### config.mk
export PLATFORM = sky130hd
export DESIGN_NAME = clock_calendar_gen2
export DESIGN_NICKNAME = d
export VERILOG_FILES = /design/src/rtl/clock_calendar_gen2_pkg.sv /design/src/rtl/clock_calendar_gen2_month_len_lut.sv /design/src/rtl/clock_calendar_gen2.sv
export SDC_FILE = /design/constraint.sdc
export NUM_CORES = 1
export LEC_CHECK = 0
export CORE_MARGIN = 10
export CORE_UTILIZATION = 63
export CTS_CLUSTER_DIAMETER = 60
export DETAILED_ROUTE_END_ITERATION = 8
export GPL_TIMING_DRIVEN = 1
export PLACE_DENSITY = 0.87
export SETUP_SLACK_MARGIN = 0.2
export SLEW_MARGIN = 20
export SYNTH_ARGS = -nofsm -noshare
export SYNTH_HDL_FRONTEND = slang
export SYNTH_SLANG_ARGS = --single-unit
export TNS_END_PERCENT = 1
### constraint.sdc
create_clock -name clk -period 10.9 [get_ports clk]
set_clock_uncertainty 0.1 [all_clocks]
set_input_delay 1.635 -clock clk [delete_from_list [all_inputs] [get_ports clk]]
set_output_delay 1.635 -clock clk [all_outputs]
set_load 0.01 [all_outputs]
### src/rtl/clock_calendar_gen2_pkg.sv
// clock_calendar_gen2_pkg: shared constants, field encodings and wrap helper for clock_calendar_gen2
package clock_calendar_gen2_pkg;
  localparam int CAL_SOLAR = 0;
  localparam int CAL_GREG = 1;
  typedef enum logic [2:0] {
    F_SEC  = 3'd0,
    F_MIN  = 3'd1,
    F_HR   = 3'd2,
    F_DAY  = 3'd3,
    F_MON  = 3'd4,
    F_YR   = 3'd5,
    F_WDAY = 3'd6,
    F_NONE = 3'd7
  } field_e;
  localparam logic [4:0] LEN_28 = 5'd28;
  localparam logic [4:0] LEN_29 = 5'd29;
  localparam logic [4:0] LEN_30 = 5'd30;
  localparam logic [4:0] LEN_31 = 5'd31;
  // one setup step within [lo, hi], wrapping at both ends
  function automatic logic [15:0] wrap_step(input logic [15:0] v, input logic [15:0] lo,
                                            input logic [15:0] hi, input logic up);
    return up ? ((v >= hi) ? lo : v + 16'd1) : ((v <= lo) ? hi : v - 16'd1);
  endfunction
endpackage

### src/rtl/clock_calendar_gen2_month_len_lut.sv
// month_len_lut: combinational month length for the selected calendar
//   month_i   : month 1..12
//   year_lo_i : two low bits of the year (leap detection)
//   len_o     : number of days in that month
module month_len_lut
  import clock_calendar_gen2_pkg::*;
#(
  parameter int CAL_MODE = CAL_SOLAR
) (
  input  logic [3:0] month_i,
  input  logic [1:0] year_lo_i,
  output logic [4:0] len_o
);
  logic [4:0] greg_len, solar_len;
  assign greg_len = (month_i == 4'd2) ? ((year_lo_i == 2'd0) ? LEN_29 : LEN_28) :
                    (month_i == 4'd4 || month_i == 4'd6 || month_i == 4'd9 || month_i == 4'd11) ? LEN_30 : LEN_31;
  // Solar Hijri leap year when year % 4 == 3
  assign solar_len = (month_i <= 4'd6) ? LEN_31 : (month_i <= 4'd11) ? LEN_30 :
                     (year_lo_i == 2'd3) ? LEN_30 : LEN_29;
  assign len_o = (CAL_MODE == CAL_GREG) ? greg_len : solar_len;
endmodule

### src/rtl/clock_calendar_gen2.sv
// clock_calendar_gen2: time/date/weekday keeper with tick prescaler, setup editing and rollover strobes
//   clk, rst_n            : clock, asynchronous active-low reset
//   tick_in               : tick pulses, TICK_DIV per second (run mode only)
//   set_mode              : 1 = setup (edit fields), 0 = run
//   field_sel, inc, dec   : field to edit and single-cycle step requests (inc wins)
//   seconds..weekday      : registered calendar state
//   sec_strobe, day_strobe: one-cycle pulses on second event / midnight rollover
//   CLOCK_CALENDAR_ALARM_EN: adds alarm_hr, alarm_min, alarm_arm, alarm_clr, alarm_flag
module clock_calendar_gen2
  import clock_calendar_gen2_pkg::*;
#(
  parameter int CAL_MODE = CAL_SOLAR,
  parameter int TICK_DIV = 1,
  parameter int YEAR_W   = 7,
  parameter int YEAR_MAX = 99,
  parameter int RST_YEAR = 4,
  parameter int RST_WDAY = 0
) (
  input  logic              clk,
  input  logic              rst_n,
  input  logic              tick_in,
  input  logic              set_mode,
  input  logic [2:0]        field_sel,
  input  logic              inc,
  input  logic              dec,
`ifdef CLOCK_CALENDAR_ALARM_EN
  input  logic [4:0]        alarm_hr,
  input  logic [5:0]        alarm_min,
  input  logic              alarm_arm,
  input  logic              alarm_clr,
  output logic              alarm_flag,
`endif
  output logic [5:0]        seconds,
  output logic [5:0]        minutes,
  output logic [4:0]        hours,
  output logic [4:0]        day,
  output logic [3:0]        month,
  output logic [YEAR_W-1:0] year,
  output logic [2:0]        weekday,
  output logic              sec_strobe,
  output logic              day_strobe
);
  logic [5:0] sec_q, sec_d, min_q, min_d;
  logic [4:0] hr_q, hr_d, day_q, day_d, day_e;
  logic [3:0] mon_q, mon_d, mon_e;
  logic [YEAR_W-1:0] yr_q, yr_d, yr_e;
  logic [2:0] wday_q, wday_d;
  logic [15:0] pre_q, pre_d;
  logic sstb_q, dstb_q;
  logic [4:0] len_cur, len_new;
  logic [6:0] sel;
  logic ev, c_m, c_h, c_d, c_mo, c_y;

  month_len_lut #(.CAL_MODE(CAL_MODE)) u_len_cur (
    .month_i(mon_q), .year_lo_i(yr_q[1:0]), .len_o(len_cur)
  );
  // length after a pending month/year edit, used to clamp day in the same edge
  month_len_lut #(.CAL_MODE(CAL_MODE)) u_len_new (
    .month_i(mon_e), .year_lo_i(yr_e[1:0]), .len_o(len_new)
  );

  // one-hot edit select; field 7 falls off the top and is a no-op
  assign sel = (set_mode && (inc || dec)) ? 7'(8'd1 << field_sel) : 7'd0;

  assign ev   = !set_mode && tick_in && (pre_q == 16'(TICK_DIV - 1));
  assign c_m  = ev && (sec_q == 6'd59);
  assign c_h  = c_m && (min_q == 6'd59);
  assign c_d  = c_h && (hr_q == 5'd23);
  assign c_mo = c_d && (day_q >= len_cur);
  assign c_y  = c_mo && (mon_q == 4'd12);

  assign mon_e = sel[F_MON] ? 4'(wrap_step(16'(mon_q), 16'd1, 16'd12, inc)) : mon_q;
  assign yr_e  = sel[F_YR] ? YEAR_W'(wrap_step(16'(yr_q), 16'd0, 16'(YEAR_MAX), inc)) : yr_q;
  assign day_e = sel[F_DAY] ? 5'(wrap_step(16'(day_q), 16'd1, 16'(len_cur), inc)) : day_q;

  assign pre_d  = (set_mode || ev) ? 16'd0 : pre_q + 16'(tick_in);
  assign sec_d  = sel[F_SEC] ? 6'(wrap_step(16'(sec_q), 16'd0, 16'd59, inc)) :
                  !ev ? sec_q : c_m ? 6'd0 : sec_q + 6'd1;
  assign min_d  = sel[F_MIN] ? 6'(wrap_step(16'(min_q), 16'd0, 16'd59, inc)) :
                  !c_m ? min_q : c_h ? 6'd0 : min_q + 6'd1;
  assign hr_d   = sel[F_HR] ? 5'(wrap_step(16'(hr_q), 16'd0, 16'd23, inc)) :
                  !c_h ? hr_q : c_d ? 5'd0 : hr_q + 5'd1;
  assign day_d  = set_mode ? ((day_e > len_new) ? len_new : day_e) :
                  !c_d ? day_q : c_mo ? 5'd1 : day_q + 5'd1;
  assign mon_d  = set_mode ? mon_e : !c_mo ? mon_q : c_y ? 4'd1 : mon_q + 4'd1;
  assign yr_d   = set_mode ? yr_e : !c_y ? yr_q :
                  (yr_q == YEAR_W'(YEAR_MAX)) ? '0 : yr_q + YEAR_W'(1);
  assign wday_d = sel[F_WDAY] ? 3'(wrap_step(16'(wday_q), 16'd0, 16'd6, inc)) :
                  !c_d ? wday_q : (wday_q == 3'd6) ? 3'd0 : wday_q + 3'd1;

  always_ff @(posedge clk or negedge rst_n) begin
    if (!rst_n) begin
      sec_q  <= '0;
      min_q  <= '0;
      hr_q   <= '0;
      day_q  <= 5'd1;
      mon_q  <= 4'd1;
      yr_q   <= YEAR_W'(RST_YEAR);
      wday_q <= 3'(RST_WDAY);
      pre_q  <= '0;
      sstb_q <= 1'b0;
      dstb_q <= 1'b0;
    end else begin
      sec_q  <= sec_d;
      min_q  <= min_d;
      hr_q   <= hr_d;
      day_q  <= day_d;
      mon_q  <= mon_d;
      yr_q   <= yr_d;
      wday_q <= wday_d;
      pre_q  <= pre_d;
      sstb_q <= ev;
      dstb_q <= c_d;
    end
  end

`ifdef CLOCK_CALENDAR_ALARM_EN
  logic alarm_q, alarm_d;
  // set has priority over clear
  assign alarm_d = (ev && alarm_arm && hr_d == alarm_hr && min_d == alarm_min && sec_d == 6'd0) ||
                   (alarm_q && !alarm_clr);
  always_ff @(posedge clk or negedge rst_n) begin
    if (!rst_n) alarm_q <= 1'b0;
    else alarm_q <= alarm_d;
  end
  assign alarm_flag = alarm_q;
`endif

  assign seconds    = sec_q;
  assign minutes    = min_q;
  assign hours      = hr_q;
  assign day        = day_q;
  assign month      = mon_q;
  assign year       = yr_q;
  assign weekday    = wday_q;
  assign sec_strobe = sstb_q;
  assign day_strobe = dstb_q;
endmodule

==> impl_metrics.ini, run 1 <==
[cts]
clockBufferDepth = 2
cts_setup_buffers = 0
cts_sinks = 54
cts-hold-fix-buffers = 0
h-tree-depth = 2
cts_tree = done
cts_buffers = 5
clk_pin_slew_ns = 0.10
cts_resized = 0
root_buffer = clkbuf_8
worstSkewPairLatency_ns = 0.32

[job]
drv_cap = 0

[finish]
num-fill-cells = 559
layout.cells.most_common_list = nor2_1, o21ai_0, dfrtp_1
final_common_cell = nor2_1
num_antenna_cells = 0
nets = 653
syn_to_final_growth_pct = 12.8
drive_above_1_share_pct = 5.02
fin_cells = 716

[sta]
period_share_pct = 45.8
finalSetupViolations = 0
rsz0062_at_grt = false
layout_min_cycle_time_ns = 4.99
maxSlewViolCount = 0
max_freq_mhz = 200
finalHoldViolCount = 0
tightest_slew_ns = 0.773
tns_ns = 0
hold_ws_ns = 0.452
slew-limit-headroom_pct = 48.1

[die]
chipHeight_um = 105
initial_core_util_pct = 64.1
core_um2 = 7180
rows = 31
die_area_um2 = 11100
io_pins = 47
die_w_um = 105

[synthesis]
avgSynthCellArea_um2 = 7.78
synth_cells = 591
synth_top_area_share_pct = 27.8
synth-edff-count = 0
ys.warnings.count = 0
synth_area_leaders = dfrtp_1, ha_1, o21ai_0, nor2_1, a21oi_1
yosys_most_used_dff = dfrtp_1
ys_async_sr_fraction_pct = 100
synth_area_um2 = 4600
yosysSeqAreaShare_pct = 29.5
synth.distinct_cells = 71
ys_ff_latch = 54
synth_top_area_cell = dfrtp_1
syn_nets = 628

[min_path]
hp-class = flip-flop to flip-flop
min_from = pre_q[15]$_DFF_PN0_

[outcome]
status = complete, no violations

[pwr]
power_mw = 1.06
p_comb_share_pct = 52.1
power_frac_seq_pct = 34.5
power.density_nw_per_um2 = 205
clock_power_share_pct = 13.4
internal_power_mw = 0.585
swShare_pct = 44.9
ir_worst_vdd_mv = 0.117
p_sw_mw = 0.477
power.static_leakage_nw = 2.08

[setup_path]
arrival_ns = 5.07
startpoint = set_mode
cpMaxStageDelayCell = clkdlybuf4s50_1
required_ns = 10.98
worst_path_most_repeated_cell = a21oi_1
path_cells = clkdlybuf4s50_1, or3b_1, nor2_1, o221ai_1, o21ai_0, nand2_1, ha_1, inv_1, a21oi_1, a21oi_1, o211a_1, mux2i_1, a21oi_1
reg2reg_from = year[0]$_DFFE_PN0P_
path_class = primary input to flip-flop
start_kind = primary input
slowest_delay_ns = 0.95
critPathCaptureType = flip-flop
path_max_fanout = 21

[global_routing]
first_global_vias = 4165
track_usage_pct = 20.2
grt_pass1_wl_um = 19400
grt_max_degree = 55
gr-total-overflow = 0
antenna_found_initial = 0

[routing]
routed_wl_um = 11600
post-route-drc-count = 0
vias = 4551
drt-initial-drc-count = 473
drt_pass1_iterations = 5
wl_per_cell_um = 16.3
viasPerCell = 6.36
ant_nets = 0

[place]
port_buffers = 46
gp_congestion = 0.914
dp.cells = 708
dp_hpwl_um = 8420
[sequential cells by signal, indices dropped and copies added (netlist names), 3 cells and up]
| signal | cells |
|---|---|
| seconds | 6 |
| year | 7 |
| weekday | 3 |
| hours | 5 |
| day | 5 |
| month | 4 |
| pre_q | 16 |
| minutes | 6 |
[per-layer routing]
| layer | vias to the layer above | global-route usage, % | part of all wire, % |
|---|---|---|---|
| met2 | 193 | 34.0 | 49 |
| met5 | - | 0 | 0 |
| met3 | 14 | 4.02 | 7.8 |
| met4 | 0 | 5.78 | 1.1 |
| li1 | 2192 | - | - |
| met1 | 2152 | 25.5 | 42 |
[final timing paths]
kind	end	slack, ns	cells past startpoint
max in group asynchronous	seconds[4]$_DFFE_PN0P_	8.86	2
worst max-delay path	day[1]$_DFFE_PN0P_	5.91	13
worst min-delay path	pre_q[15]$_DFF_PN0_	0.45	2
worst max register to register	day[1]$_DFFE_PN0P_	6.82	14
min in group asynchronous	year[3]$_DFFE_PN0P_	1.32	2
worst min register to register	pre_q[15]$_DFF_PN0_	0.45	2
[worst max-delay path: cells and delay by family]
family | cells | cell delay (ns)
multiplexers | 1 | 0.19
buffers and inverters | 2 | 1.00
AND/OR/NAND/NOR | 3 | 1.04
adder cells (fa/ha/maj) | 1 | 0.19
AO/OA/AOI/OAI | 6 | 0.98
[Yosys cell counts (7+ instances only)]
master and instances:
nor2_1 66, o21ai_0 54, dfrtp_1 51, nand2_1 44
a21oi_1 37, nand3_1 33, ha_1 28, inv_1 27
clkbuf_1 25, nor3_1 21, nor2b_1 13, and3_1 12
xnor2_1 12, xor2_1 12, nand2b_1 11, mux2i_1 10
o22ai_1 8, o31ai_1 8, a211oi_1 7
[power by group through the flow]
stage,logic [mW],registers [mW],clock network [mW]
global placement,0.527,0.365,0
CTS,0.551,0.364,0.145
floorplan,0.387,0.333,0
finish,0.554,0.367,0.142
detailed placement,0.547,0.368,0
global route,0.615,0.380,0.153
[final cells by class]
class                   instances  area (um2)  share of cell area (%)
inverters                      27         101                    1.95
multi-input cells             480        3020                    58.2
well taps                      99         124                    2.39
clock buffers                   5        68.8                    1.33
clock inverters                 3        47.5                   0.917
flip-flops and latches         54        1360                    26.1
repair buffers                 48         470                    9.07
[metrics by stage]
| step | instance area [um2] | util, % | setup slack [ns] |
|---|---|---|---|
| detailed placement | 5070 | 70.7 | 5.64 |
| floorplan | 4600 | - | 6.75 |
| global route | 5190 | 72.3 | 5.63 |
| CTS | 5190 | 72.3 | 5.95 |
| finish | 5190 | 72.3 | 5.91 |
| global placement | 5070 | 70.7 | 5.76 |
[cells by family (layout without fill, tap and decap cells)]
| family | after synthesis | count (layout) | share of synthesized area [%] |
|---|---|---|---|
| AO/OA/AOI/OAI | 168 | 168 | 23.1 |
| flip-flops | 54 | 54 | 29.5 |
| multiplexers | 14 | 14 | 3.16 |
| adder cells (fa/ha/maj) | 28 | 28 | 7.62 |
| AND/OR/NAND/NOR | 246 | 246 | 27.2 |
| XOR/XNOR | 24 | 24 | 4.57 |
| buffers and inverters | 57 | 83 | 4.87 |
No activity file was read; power rests on OpenSTA's default activity.
==> run 2: changes to the inputs <==
CORE_UTILIZATION = 53   (was 63)
PLACE_DENSITY = 0.78   (was 0.87)
clock period = 4.2 ns   (was 10.9 ns; I/O delays follow)
==> run 2 against run 1 <==
- register-to-register slack lost 6.3 ns
- wire length grew 6.3%
- die area grew 15%
- combinational power grew to 2.6 times the previous value
- via count shrank 0.22%
==> impl_metrics.ini, run 2 (same netlist as run 1, synthesis figures left out) <==
[place]
dp.cells = 720
port_buffers = 46
dp_hpwl_um = 9050
gp_congestion = 0.882

[sta]
rsz0062_at_grt = false
finalHoldViolCount = 0
tightest_slew_ns = 0.797
tns_ns = 0
max_freq_mhz = 270
slew-limit-headroom_pct = 46.8
maxSlewViolCount = 0
finalSetupViolations = 0
layout_min_cycle_time_ns = 3.71
period_share_pct = 88.3
hold_ws_ns = 0.276

[cts]
h-tree-depth = 2
worstSkewPairLatency_ns = 0.32
cts_setup_buffers = 0
clockBufferDepth = 2
root_buffer = clkbuf_8
cts-hold-fix-buffers = 0
cts_tree = done
clk_pin_slew_ns = 0.11
cts_buffers = 5
cts_sinks = 54

[finish]
largest_register = pre_q
drive_above_1_share_pct = 6.42
fin_cells = 728
layout.cells.most_common_list = nor2_1, o21ai_0, dfrtp_1
syn_to_final_growth_pct = 14.1
largest_reg_flops = 16
nets = 659
fin_util_pct = 62.9
num-fill-cells = 737
num_antenna_cells = 0
final_common_cell = nor2_1

[global_routing]
first_global_vias = 4247
gr-total-overflow = 0
antenna_found_initial = 0
grt_pass1_wl_um = 21100
track_usage_pct = 19.0
grt_max_degree = 44

[setup_path]
arrival_ns = 3.88
required_ns = 4.38
critPathCaptureType = flip-flop
r2r_slack_ns = 0.49
r2r-end = day[0]$_DFFE_PN1P_
reg2reg_from = year[0]$_DFFE_PN0P_
path_class = flip-flop to flip-flop
start_kind = flip-flop
path_max_fanout = 12
reg2regPathDepth = 14

[pwr]
p_sw_mw = 1.26
power_frac_seq_pct = 34.0
internal_power_mw = 1.53
swShare_pct = 45.2
p_comb_share_pct = 52.3
clock_power_share_pct = 13.7
power.density_nw_per_um2 = 533
ir_worst_vdd_mv = 0.303
power_mw = 2.80
power.static_leakage_nw = 2.11

[routing]
viasPerCell = 6.24
vias = 4541
wl_per_cell_um = 17.0
routed_wl_um = 12400
ant_nets = 0
drt_pass1_iterations = 5
post-route-drc-count = 0
drt-initial-drc-count = 396

[die]
die_w_um = 113
rows = 33
die_area_um2 = 12800
chipHeight_um = 113
io_pins = 47
core_um2 = 8340
initial_core_util_pct = 55.1

[outcome]
status = complete, no violations

[min_path]
hp-class = primary input to async pin

[job]
drv_cap = 0
[run 2: per-stage QoR]
stage | instance area [um2] | worst slack, ns
finish | 5250 | 0.492
global route | 5250 | 0.202
CTS | 5240 | 0.338
detailed placement | 5120 | 0.374
global placement | 5120 | 0.486
floorplan | 4600 | 0.747
[run 2: timing repair]
action,CTS,global route
endpoints found under the hold margin,0,0
resized for setup,0,3
endpoints found under the setup margin,0,2
[run 2: power by group through the flow]
stage | Clock, mW | Sequential, mW | Combinational, mW
2_1_floorplan | 0 | 0.864 | 1.00
3_3_place_gp | 0 | 0.948 | 1.40
3_5_place_dp | 0 | 0.954 | 1.44
4_1_cts | 0.387 | 0.945 | 1.45
5_1_grt | 0.409 | 0.993 | 1.64
6_report | 0.382 | 0.951 | 1.46
[run 2: layout make-up]
type / instances / area, um2 / area share, %
Clock buffer: 5 / 68.8 / 1.31
Clock inverter: 3 / 47.5 / 0.906
Inverter: 27 / 101 / 1.93
Multi-Input combinational cell: 480 / 3030 / 57.7
Sequential cell: 54 / 1360 / 25.9
Tap cell: 105 / 131 / 2.50
Timing Repair Buffer: 54 / 515 / 9.83
[run 2: worst max path at each step]
stage,endpoint,cells after the start,startpoint,slack [ns]
6_report,day[0]$_DFFE_PN1P_,14,year[0]$_DFFE_PN0P_,0.49
5_1_grt,day[1]$_DFFE_PN0P_,14,year[0]$_DFFE_PN0P_,0.20
4_1_cts,day[0]$_DFFE_PN1P_,14,year[0]$_DFFE_PN0P_,0.34
3_5_place_dp,day[0]$_DFFE_PN1P_,16,year[0]$_DFFE_PN0P_,0.37
3_3_place_gp,day[1]$_DFFE_PN0P_,14,year[0]$_DFFE_PN0P_,0.49
2_1_floorplan,day[1]$_DFFE_PN0P_,14,month[0]$_DFFE_PN1P_,0.75
[run 2: critical path: stages (launching register included)]
cell	delay (ns)
dfrtp_2	0.50
ha_2	0.27
nand2b_1	0.15
a21oi_1	0.27
ha_1	0.27
nand2b_1	0.17
a21oi_2	0.19
nor2_1	0.16
a221o_1	0.37
o21ai_0	0.20
ha_1	0.27
a21oi_1	0.16
o211a_1	0.22
a21boi_1	0.18
o22a_1	0.16
[run 2: routing by layer]
metal | track usage, % | up-vias | part of all wire, %
met4 | 4.31 | 0 | 1.3
met1 | 25.0 | 2173 | 44
met2 | 31.3 | 148 | 48
met3 | 3.91 | 17 | 6.1
li1 | - | 2203 | -
met5 | 0 | - | 0
==> run 3: changes to the inputs <==
--- a/config.mk
+++ b/config.mk
@@ -14,2 +14,3 @@
 export SETUP_SLACK_MARGIN = 0.2
+export SKIP_CTS_REPAIR_TIMING = 1
 export SLEW_MARGIN = 20
==> constraint.sdc (replaced) <==
create_clock -name clk -period 4.2 [get_ports clk]
set_clock_uncertainty 0.1 [all_clocks]
set_input_delay 0.42 -clock clk [delete_from_list [all_inputs] [get_ports clk]]
set_output_delay 0.42 -clock clk [all_outputs]
set_load 0.01 [all_outputs]
==> run 3 against run 2 <==
- utilization unchanged
- sequential cell count unchanged
- register-to-register slack about the same
- critical endpoint unchanged
- largest power group unchanged
- highest routed layer unchanged
==> impl_metrics.ini, run 3 (same netlist as run 1, synthesis figures left out) <==
[routing]
drt_pass1_iterations = 5
post-route-drc-count = 0
viasPerCell = 6.27
ant_nets = 0
wl_per_cell_um = 16.6
routed_wl_um = 12100
vias = 4556
drt-initial-drc-count = 362

[cts]
h-tree-depth = 2
cts_tree = done
clockBufferDepth = 2
clk_pin_slew_ns = 0.11
cts_sinks = 54
root_buffer = clkbuf_8
cts_buffers = 5
worstSkewPairLatency_ns = 0.32

[setup_path]
path_cells = ha_2, nand2b_1, a21oi_2, ha_1, nand2b_1, a21oi_2, nor2_1, a221o_1, o21ai_1, ha_1, a21oi_1, o211a_1, a21boi_1, o22a_1
reg2regPathDepth = 14
required_ns = 4.36
reg2reg_from = year[0]$_DFFE_PN0P_
start_kind = flip-flop
cpMaxStageDelayCell = dfrtp_1
r2r_slack_ns = 0.49
path_max_fanout = 12
slowest_delay_ns = 0.51
arrival_ns = 3.87
critPathCaptureType = flip-flop
r2r-end = day[0]$_DFFE_PN1P_
path_class = flip-flop to flip-flop

[die]
die_w_um = 113
io_pins = 47
die_area_um2 = 12800
rows = 33
core_um2 = 8340
chipHeight_um = 113
initial_core_util_pct = 55.1

[sta]
hold_ws_ns = 0.121
tightest_slew_ns = 0.752
finalSetupViolations = 0
worst_slack_ns = 0.492
maxSlewViolCount = 0
slew-limit-headroom_pct = 49.5
rsz0062_at_grt = false
period_share_pct = 88.3
layout_min_cycle_time_ns = 3.71
finalHoldViolCount = 0
tns_ns = 0
max_freq_mhz = 270

[global_routing]
grt_max_degree = 55
antenna_found_initial = 0
track_usage_pct = 18.5
gr-total-overflow = 0
first_global_vias = 4425
grt_pass1_wl_um = 20600

[min_path]
hp-class = primary input to async pin

[outcome]
status = complete, no violations

[finish]
multi_input_area_um2 = 3030
syn_to_final_growth_pct = 14.1
final_common_cell = nor2_1
largest_reg_flops = 16
num_antenna_cells = 0
nets = 658
fin_cells = 727
drive_above_1_share_pct = 6.27
largest_register = pre_q
layout.cells.most_common_list = nor2_1, o21ai_0, dfrtp_1
final-seq-area_um2 = 1360
final_area_um2 = 5250
num-fill-cells = 733

[place]
dp.cells = 719
dp_slack_ns = 0.270
dp_hpwl_um = 8730
dpl_cell_area_um2 = 5110
port_buffers = 46
gp_congestion = 0.872

[pwr]
power.static_leakage_nw = 2.11
ir_worst_vdd_mv = 0.288
power.density_nw_per_um2 = 533

[job]
drv_cap = 0
==> run 3: worst max path at each step <==
stage / endpoint / slack, ns / depth (start not counted) / startpoint
2_1_floorplan: day[1]$_DFFE_PN0P_ / 0.75 / 14 / month[0]$_DFFE_PN1P_
3_3_place_gp: day[1]$_DFFE_PN0P_ / 0.49 / 14 / year[0]$_DFFE_PN0P_
3_5_place_dp: day[0]$_DFFE_PN1P_ / 0.27 / 14 / year[0]$_DFFE_PN0P_
4_1_cts: day[0]$_DFFE_PN1P_ / 0.23 / 14 / year[0]$_DFFE_PN0P_
5_1_grt: day[0]$_DFFE_PN1P_ / 0.23 / 16 / year[0]$_DFFE_PN0P_
6_report: day[0]$_DFFE_PN1P_ / 0.49 / 14 / year[0]$_DFFE_PN0P_
==> run 3: power by group <==
group / total [mW] / switching [mW] / internal [mW]
sequential: 0.959 / 0.310 / 0.649
clock: 0.385 / 0.188 / 0.197
combinational: 1.45 / 0.756 / 0.698
==> run 3: metal layers <==
layer	track usage (%)	vias up	share of wire, %
met3	3.80	22	7.7
li1	-	2202	-
met1	23.2	2141	43
met2	31.0	191	48
met5	0	-	0
met4	5.58	0	1.5
==> run 3: cell type report <==
cell class,count,share of cell area [%]
multi-input cells,480,57.7
flip-flops and latches,54,25.8
repair buffers,53,9.68
well taps,105,2.50
inverters,27,1.93
clock buffers,6,1.57
clock inverters,2,0.739
==> run 3: worst max-delay path: cells and delay by family, from the launching register on <==
kind	cells	cell delay, ns
AOI/OAI and AO/OA	8	1.72
adders and majority gates	3	0.81
DFF	1	0.51
and+or+nand+nor	3	0.52
==> run 3: through the flow <==
| stage | util [%] | power (mW) |
|---|---|---|
| after floorplan | - | 1.87 |
| after global placement | 61.3 | 2.33 |
| after detailed placement | 61.3 | 2.39 |
| after CTS | 62.8 | 2.78 |
| after global routing | 62.9 | 3.05 |
| final | 62.9 | 2.80 |
